`config.mk`:
```
export PLATFORM = sky130hd
export DESIGN_NAME = router_port_arbiter
export DESIGN_NICKNAME = d
export VERILOG_FILES = /design/src/rtl/router_port_arbiter.sv
export SDC_FILE = /design/constraint.sdc
export NUM_CORES = 1
export LEC_CHECK = 0
export ABC_AREA = 1
export BUFFER_PORTS_ARGS = -buffer_cell sky130_fd_sc_hd__buf_2
export CAP_MARGIN = 25
export CORE_UTILIZATION = 45
export DETAILED_ROUTE_END_ITERATION = 16
export PLACE_DENSITY = 0.72
export SYNTH_ARGS = -nofsm -noshare
export SYNTH_HDL_FRONTEND = slang
export SYNTH_SLANG_ARGS = --single-unit
```
`constraint.sdc`:
```
create_clock -name clk_i -period 2.3 [get_ports clk_i]
set_input_delay 0.23 -clock clk_i [delete_from_list [all_inputs] [get_ports clk_i]]
set_output_delay 0.23 -clock clk_i [all_outputs]
set_load 0.005 [all_outputs]
```
`src/rtl/router_port_arbiter.sv`:
```
// router_port_arbiter: round-robin arbiter sharing one router output port
// among NREQ input-FIFO heads, with a registered word held until acked.
//
// Ports:
//   clk_i      rising-edge clock
//   rst_i      synchronous active-high reset
//   req_i      per-requester FIFO non-empty
//   req_dat_i  packed head words, requester r at [r*(DW+3) +: DW+3]
//   pop_o      one-hot pop strobe to the winning FIFO (combinational)
//   dat_o      registered word offered to the device
//   validrx_o  dat_o is valid
//   ackrx_i    device accepts dat_o
//   gnt_o      one-hot owner of the word on dat_o
//   cnt_o      delivered-word count, saturating
//   drop_o     one-cycle pulse when a word is discarded on timeout
//
// Optional: define ARB_TIMEOUT_EN to drop an un-acked word after TMO
// cycles in OFFER. Without it OFFER waits forever and drop_o is 0.
module router_port_arbiter #(
  parameter int DW   = 4,
  parameter int NREQ = 3,
  parameter int TMO  = 16
) (
  input  logic                   clk_i,
  input  logic                   rst_i,
  input  logic [NREQ-1:0]        req_i,
  input  logic [NREQ*(DW+3)-1:0] req_dat_i,
  output logic [NREQ-1:0]        pop_o,
  output logic [DW+2:0]          dat_o,
  output logic                   validrx_o,
  input  logic                   ackrx_i,
  output logic [NREQ-1:0]        gnt_o,
  output logic [15:0]            cnt_o,
  output logic                   drop_o
);

  localparam int WW = DW + 3;
  localparam int PW = $clog2(NREQ);

  if (NREQ < 2 || NREQ > 8 || TMO < 2) begin : g_bad_cfg
    $error("router_port_arbiter: unsupported NREQ or TMO");
  end

  typedef enum logic {
    IDLE,
    OFFER
  } state_e;

  state_e          state_q, state_d;
  logic [PW-1:0]   ptr_q, ptr_d;
  logic [WW-1:0]   dat_q, dat_d;
  logic [NREQ-1:0] gnt_q, gnt_d;
  logic            vld_q, vld_d;
  logic [15:0]     cnt_q, cnt_d;

  logic            any;
  logic            found;
  logic [PW:0]     idx;
  logic [PW-1:0]   win;
  logic [NREQ-1:0] win_oh;
  logic            expire;
  logic            done;
  logic            grant;

  // Scan from ptr upward with an explicit wrap, so NREQ need not
  // be a power of two.
  always_comb begin
    found = 1'b0;
    win   = '0;
    idx   = '0;
    for (int k = 0; k < NREQ; k++) begin
      idx = {1'b0, ptr_q} + (PW+1)'(k);
      if (idx >= (PW+1)'(NREQ)) idx = idx - (PW+1)'(NREQ);
      if (!found && req_i[idx[PW-1:0]]) begin
        found = 1'b1;
        win   = idx[PW-1:0];
      end
    end
  end

  assign any = |req_i;

  always_comb begin
    win_oh      = '0;
    win_oh[win] = 1'b1;
  end

`ifdef ARB_TIMEOUT_EN
  localparam int TW = $clog2(TMO + 1);

  logic [TW-1:0] tmo_q, tmo_d;

  // An ack in the expiry cycle wins: the word is delivered, not dropped.
  assign expire = (state_q == OFFER) && !ackrx_i
                  && (tmo_q == TW'(TMO - 1));

  always_comb begin
    tmo_d = tmo_q;
    if (grant || done) tmo_d = '0;
    else if (state_q == OFFER) tmo_d = tmo_q + 1'b1;
  end

  always_ff @(posedge clk_i) begin
    if (rst_i) tmo_q <= '0;
    else       tmo_q <= tmo_d;
  end
`else
  assign expire = 1'b0;
`endif

  assign done  = (state_q == OFFER) && (ackrx_i || expire);
  assign grant = any && ((state_q == IDLE) || done);

  // Pop is suppressed during reset so no word is lost to a grant
  // that reset is about to discard.
  assign pop_o  = (grant && !rst_i) ? win_oh : '0;
  assign drop_o = expire && !rst_i;

  always_comb begin
    state_d = state_q;
    ptr_d   = ptr_q;
    dat_d   = dat_q;
    gnt_d   = gnt_q;
    vld_d   = vld_q;
    cnt_d   = cnt_q;
    if (state_q == OFFER && ackrx_i && cnt_q != 16'hFFFF)
      cnt_d = cnt_q + 16'd1;
    if (grant) begin
      state_d = OFFER;
      dat_d   = req_dat_i[int'(win)*WW +: WW];
      gnt_d   = win_oh;
      vld_d   = 1'b1;
      ptr_d   = (win == PW'(NREQ - 1)) ? '0 : win + 1'b1;
    end else if (done) begin
      state_d = IDLE;
      gnt_d   = '0;
      vld_d   = 1'b0;
    end
  end

  always_ff @(posedge clk_i) begin
    if (rst_i) begin
      state_q <= IDLE;
      ptr_q   <= '0;
      dat_q   <= '0;
      gnt_q   <= '0;
      vld_q   <= 1'b0;
      cnt_q   <= '0;
    end else begin
      state_q <= state_d;
      ptr_q   <= ptr_d;
      dat_q   <= dat_d;
      gnt_q   <= gnt_d;
      vld_q   <= vld_d;
      cnt_q   <= cnt_d;
    end
  end

  assign dat_o     = dat_q;
  assign gnt_o     = gnt_q;
  assign validrx_o = vld_q;
  assign cnt_o     = cnt_q;

endmodule

```
==> key figures, run 1 <==
Floorplanning
  • Die Height: ~65 um
  • Core Box Area: around 3700 um^2
  • Starting density of the core: between 40% and 50%
  • Chip width: about 65 um
  • Die ar.: ~4200 um^2
  • IO Count: 58
  • Row count: 22

Layout
  • Antenna Cells: 0
  • # fillers: ~350
  • Area added between synthesis and finish: 34.3%
  • Final Instance Area: about 2400 um^2
  • Final Non-Filler Cells: about 400
  • Layout Nets: ~370
  • Share of layout cells above drive strength 1: a little under a third

Clock network
  • # clock sinks: 29
  • CTS tree: done
  • Skew-Pair Late Insertion Delay: about 0.28 ns
  • CTS H-Tree Depth: 2
  • Num CTS Buffers: 5
  • Bufs on Longest Clock Path: 2
  • Hold Buf Count CTS: 0
  • CTS root buf: clkbuf_8
  • Clk slew on worst S/H paths: about 0.060 ns

Worst hold path
  • WHS Path Cells: 3
  • Hold Startpoint: req_dat_i[19]
  • Hold WC Path Type: input port to register
  • WHS Endpoint: dat_o[5]

STA
  • Slew Viols, Final: 0
  • # setup viols final: 0
  • Worst-Margin Slew: about 0.54 ns
  • Unrepaired setup endpoints after global routing: yes
  • Fmax: between 400 and 500 MHz
  • Total negative slack: 0 ns
  • Setup ws final: 0.0128 ns
  • Min Tclk post-route: approximately 2.3 ns
  • Rel. slew slack: 64.1%
  • Clock skew: 0.00472 ns
  • Hold Fails Final Rpt: 0
  • Worst hold margin: about 0.18 ns
  • Tcrit/Tclk final: around 100%

Route
  • Initial DRC count: 108
  • Initial DRT Pass Iterations: 4
  • Vias per cell: a little over 5
  • DR DRC count: 0
  • DR WL/cell: roughly 12 um
  • DRT antenna net count: 0
  • Final WL: between 4 and 5 mm
  • Via Count: between 1500 and 2000

Logic synthesis
  • Synth Warn #: 0
  • Synthesized cell area: roughly 1800 um^2
  • Yosys top cell by area: dfxtp_1
  • Cells after Synth: 273
  • Avg Cell Area, Syn: around 6.4 um^2
  • Synth top area share: around a third
  • Yosys reg bits: 29
  • Post-synth net total: 305
  • Distinct cell type count after synthesis: 30
  • Seq/Total Area, Yosys: between 30% and 40%
  • Top cells by area, synth: dfxtp_1 33%, nand2_1 13%, nand3_1 11%

Worst setup path
  • Reg-to-reg setup timing slack: about 0.28 ns
  • Worst stage delay on the critical path: roughly 0.37 ns
  • Crit. End Element: primary output
  • Reg2reg start: ptr_q[0]
  • CP max FO: 5
  • Worst path required time: 2.07 ns
  • CP startpoint kind: register
  • CP most frequent cell: nand2_2
  • Worst EP arrival: between 2 and 2.5 ns
  • CP Class: register to primary output
  • CP max-delay cell: dfxtp_4
  • Worst R2R Path Depth: 17
  • Reg2reg end: dat_o[0]
  • Critical-path cell list: inv_4 -> ha_4 -> inv_4 -> nand2_2 -> nand2_2 -> nand2_2 -> nand2_4 -> nor2_4 -> nand3_2 -> nand2_2 -> clkinv_4 -> nor3_4 -> buf_2

Job
  • Total of max-cap violations: 0

Placement
  • Setup WS pre-CTS: around 0.11 ns
  • # port buffers: between 50 and 60
  • Area after DPL: 2080 um^2
  • RD Place Congestion: between 0.8 and 0.9
  • Placed Instances: around 370
  • Hpwl dp: 3.13 mm

Global routing
  • Remaining Overflow, GRT: 0
  • Vias in the first global route: approximately 1700
  • Global Route Usage Sum: a little under a quarter
  • Global-route wire length before repair: between 7 and 8 mm
  • Largest net degree at the start of global routing: 17
  • Initial antenna violation count: 0

Power and ir drop
  • Leakage: 1.18 nW
  • Worst VDD drop: 882 uV
  • Power density over the cells: 1080 nW/um^2

Status
  • Outcome: completed
## layer usage
layer,global-route usage [%],vias to the layer above,routed length (um)
li1,-,1019,-
met1,26.2,873,2020
met2,38.8,85,2260
met3,5.11,12,244
met4,10.6,0,93
met5,0,-,0
## final cells by class
class | instances | area [um^2] | share of cell area, %
flip-flops and latches | 29 | 588 | 24.9
well taps | 48 | 60.1 | 2.54
multi-input cells | 192 | 1070 | 45.5
inverters | 47 | 189 | 8.00
repair buffers | 67 | 370 | 15.7
clock buffers | 8 | 80.1 | 3.39
## logic make-up after synthesis
logic type,share of synthesized area [%]
other,0.213
flip-flops,33.0
XOR/XNOR,1.99
AO/OA/AOI/OAI,9.68
buffers and inverters,11.7
adder cells (fa/ha/maj),3.56
AND/OR/NAND/NOR,39.8
## worst max path at each step
| stage | startpoint | to | depth (start not counted) |
|---|---|---|---|
| 2_1_floorplan | ptr_q[0] | pop_o[0] | 12 |
| 3_3_place_gp | ptr_q[0] | pop_o[0] | 12 |
| 3_5_place_dp | ptr_q[0] | pop_o[0] | 13 |
| 4_1_cts | ptr_q[1] | pop_o[0] | 13 |
| 5_1_grt | ptr_q[0] | pop_o[1] | 12 |
| 6_report | ptr_q[0] | pop_o[2] | 13 |
## metrics by stage
stage	utilization [%]	power, mW
6_report	63.5	2.55
3_3_place_gp	56.1	1.70
2_1_floorplan	-	1.38
3_5_place_dp	56.1	1.71
5_1_grt	63.5	2.74
4_1_cts	60.1	2.26
## repair_timing
item,in CTS,in global routing
setup buffers,3,6
resized for setup,12,24
pin swaps,3,12
setup endpoints to repair,3,3
## power by group
part	switching, mW	leakage [nW]	internal (mW)
combinational	0.847	0.904	0.633
sequential	0.0669	0.238	0.607
clock	0.186	0.0395	0.214
## registers in the layout, summed over array words and instances (netlist names)
name / flops
dat_o: 7
validrx_o: 1
cnt_o: 16
gnt_o: 3
ptr_q: 2
## worst max-delay path: cells and delay by family (launching register included)
kind / cells / cell delay [ns]
fa+ha+maj: 1 / 0.28
buf+inv: 4 / 0.31
simple gates: 8 / 0.82
flops: 1 / 0.37
## cells in the final DEF (no fill, tap or decap), types with 2 or more instances in the layout
master / instances
nand3_4: 3
nand2_4: 3
ha_1: 3
nand3_2: 5
nor4_1: 2
xnor2_1: 2
nand2_2: 7
clkbuf_1: 3
buf_6: 2
nor3_1: 3
o21ai_1: 2
dfxtp_1: 27
nand3b_1: 2
ha_4: 2
inv_4: 3
clkbuf_8: 5
nor2_1: 25
o21ai_0: 9
dfxtp_4: 2
nand4_1: 6
nand3_1: 33
buf_4: 9
nand2_1: 57
inv_1: 39
buf_2: 56
inv_2: 4
a21oi_1: 17
xor2_1: 2
## synthesized netlist by cell type
library cell and n:
nand2_1 62, inv_1 43, nand3_1 38, dfxtp_1 29, nor2_1 26, a21oi_1 17, o21ai_0 10, nand4_1 6
ha_1 5, inv_2 4, nand2_2 4, clkbuf_1 3, nand3_2 3, nor3_1 3, nand3b_1 2, nor4_1 2
xnor2_1 2, xor2_1 2, a31oi_1 1, buf_4 1, buf_6 1, conb_1 1, nand2_4 1, nor2_2 1
nor3_2 1, nor3_4 1, o21a_1 1, o21ai_1 1, o21ai_2 1, o31ai_1 1
Note: power is estimated with default switching activity, not from simulation.
==> inputs of run 2 (changes only) <==
Settings changed: ABC_AREA 1 to default, PLACE_DENSITY 0.72 to 0.77.
==> run 2 against run 1 <==
Effect of this change:
- total power shrank 40%
- worst hold slack lost 0.043 ns
- flip-flop and latch count is the same
- non-clock buffer count grew 1
- sequential power shrank 11%
- design area shrank 12%
- area after synthesis shrank 11%
- critical path depth shrank 5
- combinational power shrank 60%
- synthesized cell count shrank 37%
- die area shrank 11%
- setup slack gained 0.073 ns
- critical path type unchanged
- largest cell class unchanged
- largest power group is now sequential cells
- highest routed layer unchanged
==> key figures, run 2 <==
Worst setup path
  • Worst path required time: between 2 and 2.5 ns
  • Reg-to-reg setup timing slack: 0.23 ns
  • CP max-delay cell: dfxtp_4
  • CP startpoint kind: register
  • Worst EP arrival: just under 2 ns
  • CP max FO: 4
  • WP depth: 8
  • Reg2reg start: ptr_q[1]
  • Critical-path cell list: inv_4 -> ha_4 -> mux2_4 -> and4_4 -> o21ba_4 -> o22ai_4 -> nor2b_4 -> buf_2
  • Reg2reg end: dat_o[4]
  • Critical Path Sink: pop_o[0]
  • Buf/Inv on CP: 2
  • Worst stage delay on the critical path: 0.40 ns
  • CP Class: register to primary output
  • CP Launch Point: ptr_q[1]
  • Cell family with most CP delay: flip-flops
  • Worst R2R Path Depth: 10
  • Crit. End Element: primary output

Route
  • Vias per cell: ~5.2
  • Initial DRC count: 56
  • Initial DRT Pass Iterations: 4
  • DRT antenna net count: 0
  • Final WL: about 3.6 mm
  • DR DRC count: 0
  • Via Count: roughly 1500
  • DR WL/cell: approximately 13 um

Power and ir drop
  • Power density over the cells: roughly 740 nW/um^2
  • Worst VDD drop: approximately 600 uV
  • Leakage: around 0.96 nW

STA
  • Rel. slew slack: 65.8%
  • Worst-Margin Slew: 0.509 ns
  • Worst hold margin: between 0.1 and 0.15 ns
  • Slew Viols, Final: 0
  • Hold Fails Final Rpt: 0
  • # setup viols final: 0
  • Clock skew: approximately 0.0055 ns
  • Min Tclk post-route: about 2.2 ns
  • Tcrit/Tclk final: a little over nine tenths
  • Fmax: ~450 MHz
  • Setup ws final: 0.0856 ns

Clock network
  • # clock sinks: 29
  • Hold Buf Count CTS: 0
  • Bufs on Longest Clock Path: 2
  • Clk slew on worst S/H paths: about 0.090 ns
  • CTS H-Tree Depth: 2
  • Skew-Pair Late Insertion Delay: roughly 0.32 ns
  • Num CTS Buffers: 5
  • CTS root buf: clkbuf_4
  • CTS tree: done

Global routing
  • Remaining Overflow, GRT: 0
  • Vias in the first global route: 1287
  • Global-route wire length before repair: 5.80 mm
  • Global Route Usage Sum: a little over a fifth
  • Largest net degree at the start of global routing: 20
  • Initial antenna violation count: 0

Layout
  • Commonest non-fill, non-tap cell in the layout: buf_2
  • Flip-flop and latch area: a little under 600 um^2
  • Max reg flops: 16
  • Area added between synthesis and finish: 33.1%
  • # fillers: 291
  • Layout Nets: between 200 and 300
  • Area of the multi-input gates: 970 um^2
  • Share of layout cells above drive strength 1: 42.3%
  • Antenna Cells: 0
  • Most frequent cells in the layout: 56 x buf_2, 27 x dfxtp_1, 20 x nor2_1, 12 x buf_4, 10 x mux2i_1

Logic synthesis
  • Synth top area share: between 30% and 40%
  • Cells after Synth: 171
  • Avg Cell Area, Syn: 9.14 um^2
  • Most frequent cell after synthesis: dfxtp_1
  • Most frequent cells after synthesis: 29 x dfxtp_1, 21 x nor2_1, 10 x mux2i_1
  • Seq/Total Area, Yosys: a little under two fifths
  • Distinct cell type count after synthesis: 50
  • Post-synth net total: 203
  • Top cells by area, synth: dfxtp_1 37%, mux2i_1 6.4%, nor2_1 5.0%
  • Number of flops mapped to enable cells by yosys: 0
  • Synth Warn #: 0
  • Synthesized cell area: between 1500 and 2000 um^2
  • Yosys reg bits: 29
  • Yosys top cell by area: dfxtp_1
  • Synth async-reset ratio: 0%
  • Main synth FF type: dfxtp_1

Worst hold path
  • Hold WC Path Type: input port to register
  • WHS Path Cells: 3

Floorplanning
  • Starting density of the core: between 40% and 50%
  • IO Count: 58
  • Row count: 21
  • Die Height: 60.9 um
  • Die ar.: around 3700 um^2
  • Chip width: roughly 61 um
  • Core Box Area: around 3300 um^2

Job
  • Total of max-cap violations: 0

Placement
  • Setup WS pre-CTS: 0.107 ns
  • RD Place Congestion: just over 0.9
  • # port buffers: between 50 and 60
  • Hpwl dp: 2.57 mm

Status
  • Outcome: completed
==> run 2: kinds of logic (layout without fill, tap and decap cells) <==
kind of cell | count (synthesis) | in the layout | synth area share [%]
xor gates and xnor gates | 14 | 14 | 7.85
adders and majority gates | 5 | 5 | 4.00
and+or+nand+nor | 58 | 58 | 19.8
muxes | 11 | 11 | 7.37
other | 1 | 1 | 0.240
buffers and inverters | 14 | 82 | 4.72
DFF | 29 | 29 | 37.1
AOI/OAI and AO/OA | 39 | 39 | 18.9
==> run 2: per-stage QoR <==
step / util (%) / cell area, um^2 / total power, mW / instances / setup TNS (ns)
after detailed placement: 56.8 / 1890 / 1.07 / 271 / 0
after global routing: 62.4 / 2080 / 1.62 / 285 / -0.00276
final: 62.4 / 2080 / 1.53 / 285 / 0
after floorplan: - / 1560 / 0.933 / 171 / 0
after CTS: 61.7 / 2060 / 1.51 / 284 / 0
after global placement: 56.8 / 1890 / 1.06 / 271 / 0
==> run 2: metal layers <==
layer	GRT usage [%]	share of wire, %	vias to the layer above
met5	0	0	-
met4	7.14	1.9	0
met3	7.04	4.8	8
met2	32.3	47	32
met1	28.8	47	695
li1	-	-	743
==> run 2: worst min-delay path by stage <==
stage | start | end
final | req_dat_i[16] | dat_o[2]
after global routing | req_dat_i[16] | dat_o[2]
after CTS | req_dat_i[16] | dat_o[2]
after detailed placement | gnt_o[0] | gnt_o[0]
after global placement | gnt_o[0] | gnt_o[0]
after floorplan | req_dat_i[14] | dat_o[0]
==> run 2: what timing repair did <==
action,CTS,global route
setup buffers,5,1
gates resized for setup,12,7
setup endpoints to repair,3,3
pin swaps,2,4
==> run 2: power breakdown <==
part / switching (mW) / internal, mW / leakage (nW)
Clock: 0.173 / 0.177 / 0.0413
Sequential: 0.0372 / 0.559 / 0.238
Combinational: 0.278 / 0.308 / 0.680
Total: 0.488 / 1.04 / 0.959
==> run 2: layout make-up <==
cell class / count / area share, %
Clock inverter: 1 / 0.241
Inverter: 6 / 1.20
Sequential cell: 29 / 28.3
Multi-Input combinational cell: 128 / 46.6
Timing Repair Buffer: 68 / 17.8
Tap cell: 46 / 2.77
Clock buffer: 7 / 3.13
==> run 2: worst reg2reg max path: stages (launching register included) <==
cell and delay [ns]:
dfxtp_4 0.40, inv_4 0.05, ha_4 0.17, mux2_4 0.26, and4_4 0.19, o21ba_4 0.22, o22ai_4 0.10, buf_4 0.14
buf_4 0.16, mux2i_1 0.21, o21ai_1 0.08
